<file path="src/rtl/button_debounce_multi.sv">
// Multi-channel push-button conditioner: 2-flop sync, edge-first debounce FSM,
// press/release/hold-repeat pulses and a debounced level per channel.
module button_debounce_multi #(
   parameter int unsigned NUM_BTNS        = 4,
   parameter int unsigned DEBOUNCE_CYCLES = 5,
   parameter int unsigned HOLD_CYCLES     = 50,
   parameter int unsigned REPEAT_CYCLES   = 10,
   parameter bit          REPEAT_EN       = 1'b1
) (
   input  logic                clk,
   input  logic                rst,
   input  logic [NUM_BTNS-1:0] btn_in,
   input  logic [NUM_BTNS-1:0] btn_en,
   output logic [NUM_BTNS-1:0] press_pulse,
   output logic [NUM_BTNS-1:0] release_pulse,
   output logic [NUM_BTNS-1:0] hold_pulse,
   output logic [NUM_BTNS-1:0] btn_level
);

   localparam int unsigned MAX_HR  = (HOLD_CYCLES > REPEAT_CYCLES) ? HOLD_CYCLES : REPEAT_CYCLES;
   localparam int unsigned MAX_ALL = (MAX_HR > DEBOUNCE_CYCLES) ? MAX_HR : DEBOUNCE_CYCLES;
   localparam int unsigned CW      = $clog2(MAX_ALL) + 1;

   localparam logic [CW-1:0] L_DEB     = CW'(DEBOUNCE_CYCLES);
   localparam logic [CW-1:0] L_HOLD    = CW'(HOLD_CYCLES);
   localparam logic [CW-1:0] L_REP     = CW'(REPEAT_CYCLES);
   localparam logic [CW-1:0] L_HOLD_M1 = CW'(HOLD_CYCLES - 1);
   localparam logic [CW-1:0] L_REP_M1  = CW'(REPEAT_CYCLES - 1);

   typedef enum logic [1:0] {IDLE, PRESS_LOCK, HELD, REL_LOCK} state_t;

   for (genvar g = 0; g < NUM_BTNS; g++) begin : g_ch
      logic [1:0]    r_sync;
      state_t        r_state, w_state_nxt;
      logic [CW-1:0] r_lock, w_lock_nxt;
      logic [CW-1:0] r_hold, w_hold_nxt;
      logic          r_rep, w_rep_nxt;
      logic          w_press, w_rel, w_hold;
      logic          r_press, r_rel, r_hold_p, r_level;
      logic          w_sync;
      logic [CW-1:0] w_target, w_target_m1;

      assign w_sync = r_sync[1];

      always_ff @(posedge clk or posedge rst) begin
         if (rst) begin
            r_sync   <= '0;
            r_state  <= IDLE;
            r_lock   <= '0;
            r_hold   <= '0;
            r_rep    <= 1'b0;
            r_press  <= 1'b0;
            r_rel    <= 1'b0;
            r_hold_p <= 1'b0;
            r_level  <= 1'b0;
         end else begin
            r_sync   <= {r_sync[0], btn_in[g]};
            r_state  <= w_state_nxt;
            r_lock   <= w_lock_nxt;
            r_hold   <= w_hold_nxt;
            r_rep    <= w_rep_nxt;
            r_press  <= w_press & btn_en[g];
            r_rel    <= w_rel & btn_en[g];
            r_hold_p <= w_hold & btn_en[g];
            r_level  <= (w_state_nxt == PRESS_LOCK) || (w_state_nxt == HELD);
         end
      end

      // After the first hold pulse the counter restarts from 0 and targets the repeat period
      assign w_target    = r_rep ? L_REP : L_HOLD;
      assign w_target_m1 = r_rep ? L_REP_M1 : L_HOLD_M1;

      always_comb begin
         w_state_nxt = r_state;
         w_lock_nxt  = r_lock;
         w_hold_nxt  = r_hold;
         w_rep_nxt   = r_rep;
         w_press     = 1'b0;
         w_rel       = 1'b0;
         w_hold      = 1'b0;
         case (r_state)
            IDLE: begin
               if (w_sync) begin
                  w_state_nxt = PRESS_LOCK;
                  w_press     = 1'b1;
                  w_lock_nxt  = '0;
                  w_hold_nxt  = '0;
                  w_rep_nxt   = 1'b0;
               end
            end
            PRESS_LOCK: begin
               if (r_lock == L_DEB) begin
                  w_state_nxt = HELD;
                  w_lock_nxt  = '0;
               end else begin
                  w_lock_nxt = r_lock + 1'b1;
               end
               if (r_hold < w_target) w_hold_nxt = r_hold + 1'b1;
            end
            HELD: begin
               if (!w_sync) begin
                  w_state_nxt = REL_LOCK;
                  w_rel       = 1'b1;
                  w_lock_nxt  = '0;
                  w_hold_nxt  = '0;
                  w_rep_nxt   = 1'b0;
               end else if (r_hold == w_target_m1) begin
                  w_hold = 1'b1;
                  if (REPEAT_EN) begin
                     w_hold_nxt = '0;
                     w_rep_nxt  = 1'b1;
                  end else begin
                     w_hold_nxt = r_hold + 1'b1;
                  end
               end else if (r_hold < w_target) begin
                  w_hold_nxt = r_hold + 1'b1;
               end
            end
            REL_LOCK: begin
               if (r_lock == L_DEB) begin
                  w_state_nxt = IDLE;
                  w_lock_nxt  = '0;
               end else begin
                  w_lock_nxt = r_lock + 1'b1;
               end
            end
            default: w_state_nxt = IDLE;
         endcase
      end

      assign press_pulse[g]   = r_press;
      assign release_pulse[g] = r_rel;
      assign hold_pulse[g]    = r_hold_p;
      assign btn_level[g]     = r_level;
   end

endmodule

</file>
<file path="config.mk">
export PLATFORM = sky130hd
export DESIGN_NAME = button_debounce_multi
export DESIGN_NICKNAME = d
export VERILOG_FILES = /design/src/rtl/button_debounce_multi.sv
export SDC_FILE = /design/constraint.sdc
export NUM_CORES = 1
export LEC_CHECK = 0
export CAP_MARGIN = 40
export CELL_PAD_IN_SITES_DETAIL_PLACEMENT = 1
export CELL_PAD_IN_SITES_GLOBAL_PLACEMENT = 1
export CORE_AREA = 4 4 109 111
export CTS_CLUSTER_DIAMETER = 100
export DETAILED_ROUTE_END_ITERATION = 10
export DIE_AREA = 0 0 113 115
export PLACE_DENSITY = 0.84
export SYNTH_ARGS = -nofsm -noshare
export SYNTH_HDL_FRONTEND = slang
export SYNTH_SLANG_ARGS = --single-unit
</file>
<file path="constraint.sdc">
create_clock -name clk -period 8.14 [get_ports clk]
set_input_delay 1.221 -clock clk [delete_from_list [all_inputs] [get_ports clk]]
set_output_delay 1.221 -clock clk [all_outputs]
set_load 0.02 [all_outputs]
</file>
# After elaboration in Yosys (flattened, before gate mapping)
# Cells that the tools add are included.
# word_totals
reg_bits	92
input_bits	10
out_inout_bits	16
word_cells	236
# classes
add_sub_neg	8
order_cmp	4
n_eq_ne	40
mux	104
bitwise	12
reduce_logical	32
# ops
op	n
7-bit two-way mux	24
7-bit case mux with 3 select lines	8
7-bit by 1-bit adder with 7-bit output, second input constant	8
6-bit two-way mux	8
1-bit two-way mux	40
2-bit two-way mux	16
2-bit case mux with 4 select lines	4
7-bit by 3-bit == test with 1-bit output, second input constant	4
7-bit by 6-bit == test with 1-bit output	4
7-bit by 6-bit < comparator with 1-bit output	4
2-bit == test, second input constant	12
2-bit by 1-bit == test with 1-bit output, second input constant	8
2-bit != test, second input constant	8
2-bit AND reduction	8
1-bit AND	12
3-bit != test, second input constant	4
3-bit AND reduction	4
3-bit nonzero test	4
2-bit zero test	4
1-bit case mux with 2 select lines	4
2-bit nonzero test	4
2-bit OR reduction	4
1-bit logical OR	4

# Longest topological paths before layout
# logic_depth
depth_word	6
depth_mapped	8
ltp_nobuf	6

# Least setup slack after synthesis
# No wires, ideal clock.
# synth_path
kind	flip-flop to flip-flop
from	register g_ch[0].r_hold[4]
to	register g_ch[0].r_hold[2]
setup_ns	0.078
arrival_ns	2.038
required_ns	8.062
slack_ns	6.024
path_stages_with_launch	7
n_path_buf	1
synth_period_minus_slack_ns	2.116
cell_sequence	dfrtp_1 ha_1 a21o_1 a2111o_1 buf_6 or4_1 a21oi_1
# synth_between
elab_chain_cells	5
elab_cells_between_ends	6
classes_between	order compare: 1; eq/ne: 1; mux: 4
# synth_lines
element	line_no	text
start, declared	36	logic [CW-1:0] r_hold, w_hold_nxt;
start signal, assigned	60	r_hold <= w_hold_nxt;
7-bit by 6-bit < comparator with 1-bit output	98, 115	
7-bit two-way mux	-	
7-bit two-way mux	107	end else if (r_hold == w_target_m1) begin
7-bit two-way mux	101	if (!w_sync) begin
7-bit case mux with 3 select lines (*)	81	case (r_state)
# Mark *: on every way between the ends. The rest lies on a longest branch, timed or not.
# A chain may end at the register's enable or synchronous reset.

# Worst setup path in the final report
# layout_path
from	register g_ch[2].r_press
to	output press_pulse[2]
# layout_rtl
element	line_no	text
start, declared	39	logic r_press, r_rel, r_hold_p, r_level;
start signal, assigned	62	r_press <= w_press & btn_en[g];
end, declared	14	output logic [NUM_BTNS-1:0] press_pulse,
# No word-level cell between the ends.

==> qor.yml <==
outcome: "completed"
relSlewSlack_pct: 43.0
cts.path.max_buffers: 2
p_switching_mw: 0.595
viasPerCell: 5.80
max_stage_delay_ns: 0.60
slew_viol_final: 0
ys.warnings.count: 0
antenna_found_initial: 0
synth.distinct_cells: 52
tightest_slew_ns: 0.844
synth_area_per_cell_sq_um: 9.58
ios: 26
start_util_pct: 49.9
rsz0062_at_grt: "false"
critPathSlowestCell: "clkdlybuf4s50_1"
dpl.hpwl_mm: 8.46
cts-hold-fix-buffers: 0
path_delay_family: "buffers and inverters"
num_antenna_cells: 0
antenna_left: 0
period_share_pct: 31.3
post_cts_buffers: 0
drt_iter0_markers: 209
crit_required_ns: 6.92
track_usage_pct: 18.8
die_area_sq_mm: 0.0130
end_kind: "output port"
crit_buf_inv: 1
synthTopCellsByCount: "dfrtp_1, nor2_1, a21oi_1, ha_1, nand2_1"
n_fill_cell: 1251
stdcell_area_sq_mm: 0.00585
seq_area_frac_synth_pct: 42.8
port_buffers: 25
worst_slack_ns: 5.59
period_needed_ns: 2.55
synth_edf_count: 0
path_clk_slew_ns: 0.10
synthToLayoutAreaGrowth_pct: 8.60
die_width_microns: 113
yosysTopAreaCellShare_pct: 42.8
power_frac_seq_pct: 41.3
htree_levels: 3
clock-sinks: 92
drc_errors: 0
ys_seq_elements: 92
place_congestion: 0.782
peakVddDrop_mv: 0.149
numCtsBuffers: 9
core_sq_mm: 0.0108
synth_area_leaders: "dfrtp_1, ha_1, a21oi_1, nor2_1, o21ai_0"
cts_resized: 0
dr.pass1.iters: 4
max-cap-violations: 0
finalSetupTns_ns: 0
cp_max_fo: 1
grt_overflow: 0
placed_area_sq_mm: 0.00567
p_leak_nw: 2.61
pwr-share-clk_pct: 19.4
routed_wl_mm: 11.5
num_vias: 4150
dp_slack_ns: 5.59
synth_top_area_cell: "dfrtp_1"
dieHeight_microns: 115
crit_arrival_ns: 1.33
synthArstFlopShare_pct: 100
syn_nets: 620
hold_viol: 0
drive_gt1_share_pct: 6.60
grt_max_degree: 56
grt_pass1_wl_mm: 20.3
rows: 38
yosysMostFrequentCell: "dfrtp_1"
netlist_instances: 562
p_total_mw: 1.46
synthFlopType: "dfrtp_1"
p_sw_share_pct: 40.7
fin_nets: 629
fmax_mhz: 392
grt_pass1_vias: 4439
cts_tree: "yes"
p_per_area_mw_per_mm2: 250
clock_skew_ns: 0.00820
clock_latency_ns: 0.38
path_cells: "clkdlybuf4s50_1"
crit_type: "register to output port"
combPwrFrac_pct: 39.3
start_kind: "register"
syn-cell-area_sq_mm: 0.00539
p_int_mw: 0.865
wl_per_cell_microns: 16.1
min_path_type: "register to register"
setup_viol: 0
cts_root_buf: "clkbuf_8"
[path summary, 6_finish.rpt]
path                                    from                end  slack, ns  depth (start not counted)
max                          g_ch[2].r_press     press_pulse[2]       5.59                          1
min                        g_ch[3].r_sync[0]  g_ch[3].r_sync[1]       0.35                          0
max reg2reg                g_ch[0].r_hold[4]  g_ch[0].r_hold[4]       5.80                          5
min reg2reg                g_ch[3].r_sync[0]  g_ch[3].r_sync[1]       0.35                          0
max in group asynchronous                rst  g_ch[0].r_hold[6]       6.08                          4
min in group asynchronous                rst  g_ch[2].r_lock[3]       1.14                          2
[cell usage in the layout, fill, tap and decap left out, drive strengths merged, types with 5 or more instances in the layout]
cell	n
nor2	50
clkinv	5
clkdlybuf4s50	25
o31ai	10
o31a	5
or4	11
a22o	10
dfrtp	92
a21oi	48
nand2b	6
ha	48
o21ai	33
nand4	7
and3	8
a21o	16
inv	27
mux2	9
nand2	42
a211oi	6
nand3	10
nor3	13
nor2b	6
xnor2	5
or2	6
or3	12
nor4	5
clkbuf	9
[flip-flops by register name (all words and copies together), names as in the netlist]
signal,cells
g_ch.r_rel,4
g_ch.r_hold,28
g_ch.r_lock,28
g_ch.r_level,4
g_ch.r_press,4
g_ch.r_state,8
g_ch.r_rep,4
g_ch.r_hold_p,4
g_ch.r_sync,8
[metal layers]
metal | up-vias | GRT usage, % | part of all wire [%]
met2 | 29 | 34.4 | 52
met3 | 14 | 2.42 | 1.7
met5 | - | 0 | 0
li1 | 2038 | - | -
met1 | 2069 | 22.4 | 45
met4 | 0 | 7.53 | 1.9
[power by group through the flow]
| stage | combinational [mW] | clock [mW] | sequential, mW |
|---|---|---|---|
| 6_report | 0.573 | 0.284 | 0.603 |
| 5_1_grt | 0.657 | 0.314 | 0.616 |
| 4_1_cts | 0.583 | 0.295 | 0.603 |
| 3_5_place_dp | 0.577 | 0 | 0.613 |
| 3_3_place_gp | 0.543 | 0 | 0.605 |
| 2_1_floorplan | 0.451 | 0 | 0.587 |
[worst reg2reg max path, cell delays in order, from the launching register on]
cell	delay [ns]
dfrtp_1	0.44
ha_1	0.33
a21o_1	0.18
a2111o_1	0.57
or4_1	0.57
a21oi_1	0.17
[cells by family (layout without fill, tap and decap cells)]
| group | after synthesis | count (layout) | share of synthesized area, % |
|---|---|---|---|
| xor gates and xnor gates | 5 | 5 | 0.813 |
| AOI/OAI and AO/OA | 156 | 156 | 19.1 |
| DFF | 92 | 92 | 42.8 |
| and+or+nand+nor | 192 | 192 | 18.5 |
| adders and majority gates | 48 | 48 | 11.2 |
| muxes | 12 | 12 | 2.44 |
| buffers and inverters | 57 | 71 | 5.23 |
[per-stage QoR]
| stage | cells | hold WS, ns | util [%] |
|---|---|---|---|
| 6_report | 716 | 0.350 | 54.2 |
| 5_1_grt | 716 | 0.364 | 54.2 |
| 4_1_cts | 716 | 0.353 | 54.2 |
| 3_5_place_dp | 700 | 0.336 | 52.5 |
| 3_3_place_gp | 699 | 0.332 | 52.3 |
| 2_1_floorplan | 562 | 0.331 | - |
[layout make-up]
cell class                      count  area, sq um  area share, %
Multi-Input combinational cell    413         2800           47.9
Sequential cell                    92         2300           39.4
Timing Repair Buffer               27          285           4.88
Tap cell                          140          175           3.00
Clock buffer                        9          124           2.12
Inverter                           28          106           1.82
Clock inverter                      7         53.8          0.920
Note: power is estimated with default switching activity, not from simulation.
